<file path="src/rtl/multicycle_control.sv">
// multicycle_control: main control FSM sequencing the 8-bit multicycle datapath
module multicycle_control #(
  parameter int OPW = 4
) (
  input  logic           clock,
  input  logic           reset,
  input  logic [OPW-1:0] Opcode,
  input  logic           Zero,
  output logic           EscPC,
  output logic [1:0]     OrigPC,
  output logic           IouD,
  output logic           LeMem,
  output logic           EscMem,
  output logic           EscIR,
  output logic           EscReg,
  output logic           MemParaReg,
  output logic           ULAFonteA,
  output logic [1:0]     ULAFonteB,
  output logic [1:0]     ULAOp,
  output logic           Halted,
  output logic [3:0]     Estado
);
  typedef enum logic [3:0] {
    FETCH  = 4'd0,
    DECODE = 4'd1,
    EXEC_R = 4'd2,
    WB_R   = 4'd3,
    ADDR   = 4'd4,
    MEM_RD = 4'd5,
    WB_MEM = 4'd6,
    MEM_WR = 4'd7,
    BRANCH = 4'd8,
    JUMP   = 4'd9,
    HALT   = 4'd10
  } state_t;
  localparam logic [OPW-1:0] OP_OR   = OPW'(3);
  localparam logic [OPW-1:0] OP_LW   = OPW'(4);
  localparam logic [OPW-1:0] OP_SW   = OPW'(5);
  localparam logic [OPW-1:0] OP_BEQ  = OPW'(6);
  localparam logic [OPW-1:0] OP_JMP  = OPW'(7);
  localparam logic [OPW-1:0] OP_HALT = OPW'(15);
  state_t state, next;
  assign Estado = state;
  // state register; reset wins over any pending transition
  always_ff @(posedge clock)
    state <= reset ? FETCH : next;
  // next-state: opcode only matters in DECODE and ADDR, unused encodings fall back to FETCH
  always_comb begin
    next = FETCH;
    case (state)
      FETCH:  next = DECODE;
      DECODE: next = (Opcode <= OP_OR) ? EXEC_R :
                     (Opcode == OP_LW || Opcode == OP_SW) ? ADDR :
                     (Opcode == OP_BEQ) ? BRANCH :
                     (Opcode == OP_JMP) ? JUMP :
                     (Opcode == OP_HALT) ? HALT : FETCH;
      EXEC_R: next = WB_R;
      ADDR:   next = (Opcode == OP_SW) ? MEM_WR : MEM_RD;
      MEM_RD: next = WB_MEM;
      HALT:   next = HALT;
      default: next = FETCH;
    endcase
  end
  // Moore output decode (Zero gates EscPC in BRANCH); reset masks every write/read enable
  always_comb begin
    EscPC = 1'b0;
    OrigPC = 2'b00;
    IouD = 1'b0;
    LeMem = 1'b0;
    EscMem = 1'b0;
    EscIR = 1'b0;
    EscReg = 1'b0;
    MemParaReg = 1'b0;
    ULAFonteA = 1'b0;
    ULAFonteB = 2'b00;
    ULAOp = 2'b00;
    Halted = 1'b0;
    case (state)
      FETCH: begin
        LeMem = 1'b1;
        EscIR = 1'b1;
        ULAFonteB = 2'b01;
        EscPC = 1'b1;
      end
      DECODE: ULAFonteB = 2'b10;
      EXEC_R: begin
        ULAFonteA = 1'b1;
        ULAOp = 2'b10;
      end
      WB_R: EscReg = 1'b1;
      ADDR: begin
        ULAFonteA = 1'b1;
        ULAFonteB = 2'b10;
      end
      MEM_RD: begin
        IouD = 1'b1;
        LeMem = 1'b1;
      end
      WB_MEM: begin
        EscReg = 1'b1;
        MemParaReg = 1'b1;
      end
      MEM_WR: begin
        IouD = 1'b1;
        EscMem = 1'b1;
      end
      BRANCH: begin
        ULAFonteA = 1'b1;
        ULAOp = 2'b01;
        OrigPC = 2'b01;
        EscPC = Zero;
      end
      JUMP: begin
        OrigPC = 2'b10;
        EscPC = 1'b1;
      end
      HALT: Halted = 1'b1;
      default: ;
    endcase
    if (reset) begin
      EscPC = 1'b0;
      EscIR = 1'b0;
      EscMem = 1'b0;
      EscReg = 1'b0;
      LeMem = 1'b0;
    end
  end
endmodule
</file>
<file path="config.mk">
export PLATFORM = sky130hd
export DESIGN_NAME = multicycle_control
export DESIGN_NICKNAME = d
export VERILOG_FILES = /design/src/rtl/multicycle_control.sv
export SDC_FILE = /design/constraint.sdc
export NUM_CORES = 1
export LEC_CHECK = 0
export CAP_MARGIN = 20
export CELL_PAD_IN_SITES_DETAIL_PLACEMENT = 1
export CELL_PAD_IN_SITES_GLOBAL_PLACEMENT = 1
export CORE_AREA = 2 2 39 41
export DETAILED_ROUTE_END_ITERATION = 8
export DIE_AREA = 0 0 41 43
export DONT_BUFFER_PORTS = 1
export PLACE_DENSITY_LB_ADDON = 0.3
export SETUP_SLACK_MARGIN = 0.1
export SLEW_MARGIN = 10
export SYNTH_ARGS = -nofsm -noshare
export SYNTH_HDL_FRONTEND = slang
export SYNTH_SLANG_ARGS = --single-unit
export TNS_END_PERCENT = 50
</file>
<file path="constraint.sdc">
create_clock -name clock -period 2.44 [get_ports clock]
set_input_delay 0.122 -clock clock [delete_from_list [all_inputs] [get_ports clock]]
set_output_delay 0.122 -clock clock [all_outputs]
set_load 0.02 [all_outputs]
</file>
# == Yosys cells after proc, flatten, opt, wreduce, memory -nomap -nowiden ==
# Cells that the tools add are included.
# classes
order_cmp,1
eq_ne,15
mux,24
n_reduce_logical,8
# ops
operator,count
== test 4 x 3 -> 1 bit (second input constant),8
case mux 4 bit (6 select lines),1
2-to-1 mux 4 bit,5
== test 4 bit (second input constant),4
2-to-1 mux 1 bit,13
case mux 2 bit (2 select lines),3
OR reduction 2 bit,5
== test 4 x 2 -> 1 bit (second input constant),2
== test 4 x 1 -> 1 bit (second input constant),1
<= comparator 4 x 2 -> 1 bit (second input constant),1
logical NOT 4 bit,1
OR reduction 3 bit,1
2-to-1 mux 2 bit,1
case mux 1 bit (2 select lines),1
logical OR 1 bit,1
# totals
ff_bits,4
inputBits,7
out_inout_bits,19

# == Logic depth before layout (Yosys ltp) ==
# Gate-level depths: netlist of the first run.
# depth
ltp_word,7
mapped_depth,4

# == Worst setup path after synthesis of the first run ==
# Ideal clock, no wire load.
# synth_timing
kind,register to output
startpoint,"register state[3], in the netlist Estado[3]"
endpoint,output port EscPC
arrival_ps,1729
t_required_ps,2318
path_slack_ps,589
stages_incl_launch_ff,4
path_buffers,0
path_cell_list,dfxtp_1 > nor4bb_1 > a211oi_1 > nor2_1
# synth_between
elab_chain_cells,4
word_cells_on_any_way,6
classes_between,eq/ne: 2; mux: 2; reduce/logical: 2
# synth_lines
element,line_no,text
start: declaration,42,"state_t state, next;"
start signal: assignment,46,state <= reset ? FETCH : next;
== test 4 bit or logical NOT 4 bit (tied branches),78,case (state)
OR reduction 2 bit (no line),--,
case mux 1 bit (2 select lines) *,78,
2-to-1 mux 1 bit *,120,if (reset) begin
end: declaration,9,"output logic EscPC,"
# Every way passes the cells marked *; elsewhere a longest branch is shown, timed or not.

# == Final worst setup path of the first run ==
# layout_timing
startpoint,"register state[3], in the netlist Estado[3]"
endpoint,output port EscMem
# layout_between
elab_chain_cells,3
# layout_lines
element,line_no,text
== test 4 x 3 -> 1 bit,78,
2-to-1 mux 1 bit,78,
2-to-1 mux 1 bit,120,
end: declaration,13,"output logic EscMem,"
# No other way between the ends.

==> flow_summary.yaml, run 1 <==
cts:
  cts_tree: "built"
  cts_setup_buffers: 0
  cts-root-buf: "clkbuf_4"
  cts_num_sinks: 4
  path_clk_slew_ps: 30
  clk_path_buf_depth: 2
  cts_buffers: 3
  htree_levels: 1
  clkLatencyLatePin_ps: 230
worst_hold_path:
  hp-start: "Opcode[2]"
  min_path_type: "in2reg"
  worstHoldEndpoint: "Estado[3]"
  holdPathStages: 2
global_route:
  grt_pass1_vias: 383
  grt_pass1_wl_um: 1600
  grt.overflow.total: 0
  grt_max_degree: 17
  grt_usage_pct: 13.4
  antenna_found_initial: 0
synth:
  synth_fa_ha_area_share_pct: 0
  syn_nets: 60
  synth_compound_area_share_pct: 15.0
  synth_seq_cells: 4
  ys_seq_area_share_pct: 18.8
  synthTopCellsByArea: "dfxtp_1 19%, nor4b_4 5.6%, nor2_1 5.3%"
  yosysTopAreaCell: "dfxtp_1"
  muxShareOfSynthArea_pct: 0
  synth_xor_area_share_pct: 2.05
  yosys_warnings: 0
  synth_top_family_by_area: "simple AND/OR/NAND/NOR gates"
  yosys.area_share.simple_pct: 55.7
  synth_cell_types: 32
  yosysTopAreaCellShare_pct: 18.8
  synth_area_per_cell_um2: 8.05
  syn_area_um2: 427
  syn_inst: 53
sta:
  drv_slew: 0
  setup_ws_ps: 477
  finalSetupTns_ps: 0
  setup_viol: 0
  finalCritPeriodShare_pct: 80.4
  max_slew_margin_pct: 49.0
  whs_ps: 77.8
  tightest_slew_ps: 765
  fmax_ghz: 0.509
  hold_viol: 0
  fin_skew_ps: 1.23
  finalCriticalPeriod_ps: 1960
  rsz0062_at_grt: "no"
floorplanning:
  dieWidth_um: 41
  rows: 14
  fp.dieH_um: 43
  dieArea_mm2: 0.00176
  core_area_mm2: 0.00138
  initial_core_util_pct: 30.8
  ios: 26
pwr:
  p_leak_nw: 0.198
  p_per_area_mw_per_mm2: 505
  peakVddDrop_v: 0.000282
route:
  remaining_drc_errors: 0
  vias: 427
  vias_per_cell: 5.55
  first_iter_violations: 5
  drt-total-wl_um: 1130
  detail_route.first_pass.iterations: 2
  ant_nets: 0
  routedWlPerCell_um: 14.7
critical_path:
  cp-end-kind: "output pin"
  path_class: "reg2out"
  reg2reg_depth: 3
  start_kind: "register"
  slowest_stage: "dfxtp_1"
  worstReg2RegEnd: "Estado[0]"
  cp_max_fo: 15
  critical-path-top-delay-family: "flip-flops"
  required_ps: 2320
  timing.rr.start: "Estado[1]"
  crit_arrival_ps: 1840
  critPathBufInv: 1
  cpPeakStageDelay_ps: 750
  r2r_slack_ps: 880
  path_cells: "and2b_1, and2_1, nor3b_1, buf_4"
status:
  status: "completed"
finish:
  nets: 70
  area.growth.synth_to_final_pct: 19.6
  diodes: 0
  largest_reg_flops: 4
  layout-drive-gt1-share_pct: 24.6
placed_design:
  dp_hpwl_um: 837
  dp_slack_ps: 715
  port-buffer-count: 0
  gp_congestion: 0.773
job:
  cap_violations: 0
==> stage by stage <==
stage / power (mW) / instances / util, % / cell area [µm²]
floorplan: 0.161 / 53 / - / 427
global placement: 0.178 / 73 / 34.5 / 478
detailed placement: 0.179 / 73 / 34.5 / 478
CTS: 0.264 / 77 / 36.9 / 510
global route: 0.283 / 77 / 36.9 / 510
finish: 0.258 / 77 / 36.9 / 510
==> routing by layer <==
layer,up-vias,part of all wire (%),global-route usage (%)
met2,21,43,20.0
met3,0,7.6,5.24
met5,-,0,0
met1,191,49,18.0
li1,215,-,-
met4,0,0,2.00
==> cell type report <==
type                            count  area [µm²]
Sequential cell                     4        80.1
Fill cell                         177         873
Clock buffer                        3        22.5
Timing Repair Buffer                9        70.1
Tap cell                           16        20.0
Multi-Input combinational cell     43         310
Inverter                            2        7.51
==> cells in the mapped netlist <==
library cell  instances
buf_6                 1
nor4b_2               1
nor4_2                1
nor4bb_1              1
and3_1                1
nand4_1               1
nor4_1                2
nor3_1                3
inv_1                 1
nor2_1                6
o211ai_1              1
and4bb_1              1
nor2b_1               3
and2_1                1
inv_2                 1
buf_2                 2
nand2b_1              3
nor4b_4               1
nand4b_1              1
and2b_1               1
nor4b_1               1
buf_4                 1
o21ai_1               1
dfxtp_1               4
a31oi_1               3
o21bai_1              1
a21oi_1               2
nor3b_1               2
and3b_1               2
a211oi_1              1
o31ai_1               1
xnor2_1               1
==> where the power goes <==
part | total, mW | leakage (nW) | internal, mW | switching (mW)
Combinational | 0.0844 | 0.151 | 0.0370 | 0.0474
Clock | 0.0792 | 0.0138 | 0.0548 | 0.0243
Sequential | 0.0943 | 0.0327 | 0.0702 | 0.0241
Total | 0.258 | 0.198 | 0.162 | 0.0958
==> how the worst max path moves through the flow <==
stage | start | cells after the start | endpoint | slack, ps
after global routing | Estado[3] | 5 | EscPC | 320
final | Estado[3] | 4 | EscMem | 480
after global placement | Estado[3] | 4 | EscMem | 740
after CTS | Estado[3] | 4 | EscMem | 460
after floorplan | Estado[3] | 3 | EscPC | 590
after detailed placement | Estado[3] | 4 | EscMem | 720
==> what timing repair did <==
item | CTS | global route
hold buffers | 1 | 0
resized for setup | 0 | 0
hold endpoints to repair | 1 | 0
==> worst reg2reg max path: cells and delay by family, from the launching register on <==
kind | cells | cell delay, ps
flops | 1 | 810
simple gates | 2 | 530
compound gates | 1 | 140
==> placed cells by master (no fill, tap or decap), drive strengths merged, types with 2 or more instances in the layout <==
| cell type | n |
|---|---|
| nor4 | 3 |
| nor4b | 3 |
| dfxtp | 4 |
| a21oi | 2 |
| nor2 | 6 |
| nand2b | 3 |
| nor3 | 3 |
| inv | 2 |
| and3b | 2 |
| nor3b | 2 |
| nor2b | 3 |
| buf | 8 |
| a31oi | 3 |
| clkbuf | 3 |
==> cells by family after synthesis <==
| logic type | after synthesis |
|---|---|
| buffers and inverters | 6 |
| DFF | 4 |
| AOI/OAI and AO/OA | 10 |
| xor gates and xnor gates | 1 |
| and+or+nand+nor | 32 |
No activity file was read; power rests on OpenSTA's default activity.
==> run 2: changes to the inputs <==
==> constraint.sdc (replaced) <==
create_clock -name clock -period 2 [get_ports clock]
set_input_delay 0.1 -clock clock [delete_from_list [all_inputs] [get_ports clock]]
set_output_delay 0.1 -clock clock [all_outputs]
set_load 0.02 [all_outputs]
==> run 2 against run 1 <==
Net effect:
- sequential share of layout area fell by 0.88 points
- global-route usage rose by 2.5 points
- clock power increased by 21%
- flip-flop and latch count did not move
==> flow_summary.yaml, run 2 (same netlist as run 1, synthesis figures left out) <==
finish:
  area.growth.synth_to_final_pct: 28.7
  layout-drive-gt1-share_pct: 31.8
  largest_reg_flops: 4
  stdcell_count: 82
  final_common_cell: "buf_4"
  diodes: 0
  nets: 75
  final_cell_mix: "13 x buf_4, 6 x nor2_1"
sta:
  rsz0062_at_grt: "no"
  finalSetupTns_ps: 0
  fin_skew_ps: 0.491
  max_slew_margin_pct: 65.6
  setup_viol: 0
  drv_slew: 0
  finalCritPeriodShare_pct: 86.4
  finalCriticalPeriod_ps: 1730
  hold_viol: 0
  fmax_ghz: 0.579
  tightest_slew_ps: 515
floorplanning:
  dieArea_mm2: 0.00176
  core_area_mm2: 0.00138
  rows: 14
  initial_core_util_pct: 30.8
  dieWidth_um: 41
  fp.dieH_um: 43
  ios: 26
route:
  detail_route.first_pass.iterations: 4
  wl_met3_um: 112
  routedWlPerCell_um: 14.6
  first_iter_violations: 5
  ant_nets: 0
  remaining_drc_errors: 0
  top_layer: "met4"
  drt-total-wl_um: 1200
  vias: 486
  wl_met2_um: 573
  vias_per_cell: 5.93
  wl_met1_um: 489
pwr:
  peakVddDrop_v: 0.000177
  p_per_area_mw_per_mm2: 593
  p_leak_nw: 0.224
cts:
  cts_buffers: 3
  cts_num_sinks: 4
  clkLatencyLatePin_ps: 230
  clk_path_buf_depth: 2
  cts_tree: "built"
  htree_levels: 1
  cts-root-buf: "clkbuf_4"
  path_clk_slew_ps: 30
status:
  status: "completed"
placed_design:
  dp_cells: 78
  gp_congestion: 0.733
  port-buffer-count: 0
  dp_hpwl_um: 902
critical_path:
  required_ps: 1900
  r2r_slack_ps: 650
  timing.rr.start: "Estado[0]"
  crit_arrival_ps: 1630
  worstReg2RegEnd: "Estado[0]"
  path_class: "reg2out"
  reg2reg_depth: 4
  start_kind: "register"
  cp_max_fo: 14
  cp-end-kind: "output pin"
job:
  cap_violations: 0
global_route:
  antenna_found_initial: 0
  grt.overflow.total: 0
  grt_pass1_wl_um: 1860
  grt_usage_pct: 15.9
  grt_pass1_vias: 471
  grt_max_degree: 17
worst_hold_path:
  worstHoldEndpoint: "Estado[3]"
  hp-start: "Opcode[2]"
  min_path_type: "in2reg"
  holdPathStages: 2
==> run 2: cell count changes in the layout (fill, tap and decap cells not counted) <==
cell / change
dfxtp_1: -1
dfxtp_2: +1
buf_4: +5
==> run 2: routing by layer <==
metal / vias to the layer above / GRT usage (%)
met5: - / 0
met4: 0 / 12.0
met3: 6 / 5.76
met2: 34 / 25.3
met1: 220 / 15.5
li1: 226 / -
==> run 2: report_power, final <==
part           total (mW)  internal (mW)  switching (mW)  leakage, nW
registers           0.109         0.0860          0.0232       0.0332
clock network      0.0957         0.0668          0.0288       0.0138
logic               0.121         0.0547          0.0663        0.178
==> run 2: final cells by class <==
type	instances	area, µm²
Sequential cell	4	81.3
Multi-Input combinational cell	43	310
Timing Repair Buffer	14	108
Inverter	2	7.51
Fill cell	186	835
Clock buffer	3	22.5
Tap cell	16	20.0
==> run 2: worst max path at each step <==
stage	to	startpoint	depth (start not counted)	slack [ps]
global placement	Estado[0]	Estado[1]	3	450
finish	EscPC	Estado[3]	4	270
detailed placement	EscReg	Estado[1]	3	400
CTS	EscReg	Estado[1]	3	150
global route	EscPC	Estado[2]	5	110
floorplan	EscPC	Estado[3]	3	170
==> run 2: through the flow <==
stage               total power, mW  area, µm²  util [%]  hold WS [ps]  setup WS (ps)
floorplan                     0.197        427         -           177            171
global placement              0.227        515      37.3           182            451
detailed placement            0.230        515      37.3           184            402
CTS                           0.333        548      39.6          33.3            148
global route                  0.356        549      39.7          21.9            108
finish                        0.326        549      39.7          45.7            273
==> run 2: worst max-delay path: stages (launching register included) <==
cell	delay (ps)
dfxtp_1	630
nor4bb_1	430
a211oi_1	90
nor2_1	100
buf_4	140
==> run 2: timing repair <==
item,CTS,global route
buffers inserted,0,0
hold buffers,1,0
endpoints found under the hold margin,1,0
setup endpoints to repair,0,2
gates resized for setup,0,1
==> run 3: changes to the inputs <==
--- a/config.mk
+++ b/config.mk
@@ -5,6 +5,7 @@
 export SDC_FILE = /design/constraint.sdc
 export NUM_CORES = 1
 export LEC_CHECK = 0
+export ABC_AREA = 1
 export CAP_MARGIN = 20
 export CELL_PAD_IN_SITES_DETAIL_PLACEMENT = 1
 export CELL_PAD_IN_SITES_GLOBAL_PLACEMENT = 1
==> run 3 against run 2 <==
Net effect:
- final cell count is 21% higher
- power is 15% lower
- flip-flop and latch count stayed put
- sequential power is 11% lower
- register-to-register slack better by 20 ps
- sequential share of layout area is 2.5 points higher
- combinational power is 31% lower
- critical endpoint unchanged
- highest routed layer is now met3
==> flow_summary.yaml, run 3 <==
critical_path:
  cpMostUsedCell: "inv_1"
  start_kind: "register"
  cpPeakStageDelay_ps: 430
  slowest_stage: "dfxtp_1"
  cp-end-kind: "output pin"
  r2r_slack_ps: 670
  reg2reg_depth: 6
  path_cells: "inv_1, nand2_2, inv_1, nand2_1, inv_1, nor2_1, a21oi_1"
  path_class: "reg2out"
  cp-endpoint: "EscPC"
  timing.rr.start: "Estado[2]"
  required_ps: 1900
  worstReg2RegEnd: "Estado[1]"
  critPathLaunch: "Estado[1]"
  cp_max_fo: 7
  crit_arrival_ps: 1710
synth:
  syn_inst: 75
  synthFlopType: "dfxtp_1"
  synth_area_per_cell_um2: 5.02
  synth_fa_ha_area_share_pct: 0
  synth_seq_cells: 4
  synth-edff-count: 0
  synth_compound_area_share_pct: 7.31
  yosysTopAreaCell: "nor2_1"
  yosysTopAreaCellShare_pct: 27.9
  synth_top_family_by_area: "simple AND/OR/NAND/NOR gates"
  synthTopCellsByArea: "nor2_1 28%, dfxtp_1 21%, nand2_1 15%"
  synth_xor_area_share_pct: 0
  synthTopCellsByCount: "28 x nor2_1, 15 x nand2_1, 12 x inv_1"
  ys_seq_area_share_pct: 21.3
  yosys.area_share.simple_pct: 57.5
  muxShareOfSynthArea_pct: 0
  yosys_warnings: 0
  synth_cell_types: 15
  async_flop_share_pct: 0
  synth_most_common_cell: "nor2_1"
  syn_area_um2: 377
  syn_nets: 82
sta:
  tightest_slew_ps: 636
  finalSetupTns_ps: 0
  fmax_ghz: 0.553
  drv_slew: 0
  max_slew_margin_pct: 57.1
  finalCritPeriodShare_pct: 90.4
  setup_viol: 0
  fin_skew_ps: 4.83
  setup_ws_ps: 192
  hold_viol: 0
  finalCriticalPeriod_ps: 1810
  whs_ps: 65.5
  rsz0062_at_grt: "no"
placed_design:
  dp_cells: 95
  gp_congestion: 0.765
  port-buffer-count: 0
  dp_slack_ps: 443
  dpl-instance-area_um2: 430
  dp_hpwl_um: 960
global_route:
  grt_pass1_wl_um: 1850
  grt_usage_pct: 14.7
  grt_max_degree: 8
  grt_pass1_vias: 460
  grt.overflow.total: 0
  antenna_found_initial: 0
pwr:
  peakVddDrop_v: 0.000242
  p_leak_nw: 0.254
  p_per_area_mw_per_mm2: 596
  total_power_uw: 276
cts:
  cts_num_sinks: 4
  cts_resized: 0
  ctsHoldBuffers: 1
  path_clk_slew_ps: 30
  cts_setup_buffers: 0
  cts_buffers: 3
  htree_levels: 1
  clk_path_buf_depth: 2
  cts_tree: "built"
  cts-root-buf: "clkbuf_4"
  clkLatencyLatePin_ps: 230
worst_hold_path:
  hp-start: "Opcode[1]"
  min_path_type: "in2reg"
finish:
  largest_reg_flops: 4
  post-route-cell-area_um2: 463
  area.growth.synth_to_final_pct: 22.9
  regArea_um2: 80.1
  final_cell_mix: "28 x nor2_1, 15 x nand2_1, 12 x inv_1"
  diodes: 0
  multi_input_area_um2: 244
  nets: 92
  final_common_cell: "nor2_1"
  stdcell_count: 99
  layout-drive-gt1-share_pct: 14.5
  fin_util_pct: 33.5
  fill_cells: 215
floorplanning:
  fp.dieH_um: 43
  core_area_mm2: 0.00138
  dieWidth_um: 41
  ios: 26
  dieArea_mm2: 0.00176
  rows: 14
  initial_core_util_pct: 27.2
status:
  status: "completed"
route:
  remaining_drc_errors: 0
  ant_nets: 0
  vias_per_cell: 4.84
  detail_route.first_pass.iterations: 4
  drt-total-wl_um: 1170
  first_iter_violations: 6
  routedWlPerCell_um: 11.8
  vias: 479
job:
  cap_violations: 0
run 3: cell count changes after synthesis, moves of 2 or more:
cell      previous run  this run
a31oi_1              3         0
buf_2                2         0
nor3_1               3         1
nor2_1               6        28
inv_1                1        12
and3b_1              2         0
nand2b_1             3         0
nand2_1              0        15
nor2b_1              3         0
nand3_1              0         3
nor3b_1              2         0
nand2_2              0         2
o21ai_0              0         2
run 3: worst min path at each step:
stage	to	slack, ps	depth (start not counted)
final	Estado[2]	70	3
after global routing	Estado[2]	110	3
after CTS	Estado[2]	70	3
after detailed placement	Estado[3]	180	1
after global placement	Estado[1]	180	1
after floorplan	Estado[2]	280	3
run 3: area by class of cell:
type	count	share of cell area (%)
multi-input combinational	57	52.7
sequential	4	17.3
inverter	13	10.5
timing repair buffer	6	10.3
clock buffer	3	4.86
tap	16	4.32
run 3: critical path: cells and delay by family, from the launching register on:
family	cells	cell delay (ps)
buffers and inverters	3	440
flip-flops	1	430
AND/OR/NAND/NOR	3	230
AO/OA/AOI/OAI	1	370
run 3: power breakdown:
| group | internal [mW] | total (mW) | switching, mW |
|---|---|---|---|
| logic | 0.0230 | 0.0835 | 0.0605 |
| clock network | 0.0668 | 0.0951 | 0.0283 |
| registers | 0.0845 | 0.0974 | 0.0129 |
| total | 0.174 | 0.276 | 0.102 |
run 3: cell families (layout without fill, tap and decap cells):
group	after synthesis	after routing
DFF	4	4
and+or+nand+nor	52	52
AOI/OAI and AO/OA	5	5
buffers and inverters	14	22
run 3: routing by layer:
metal  GRT usage [%]  up-vias  wire (µm)
li1                -      244          -
met1            18.3      219        511
met2            24.7       16        579
met3            3.66        0         76
met4            2.00        0          0
met5               0        -          0
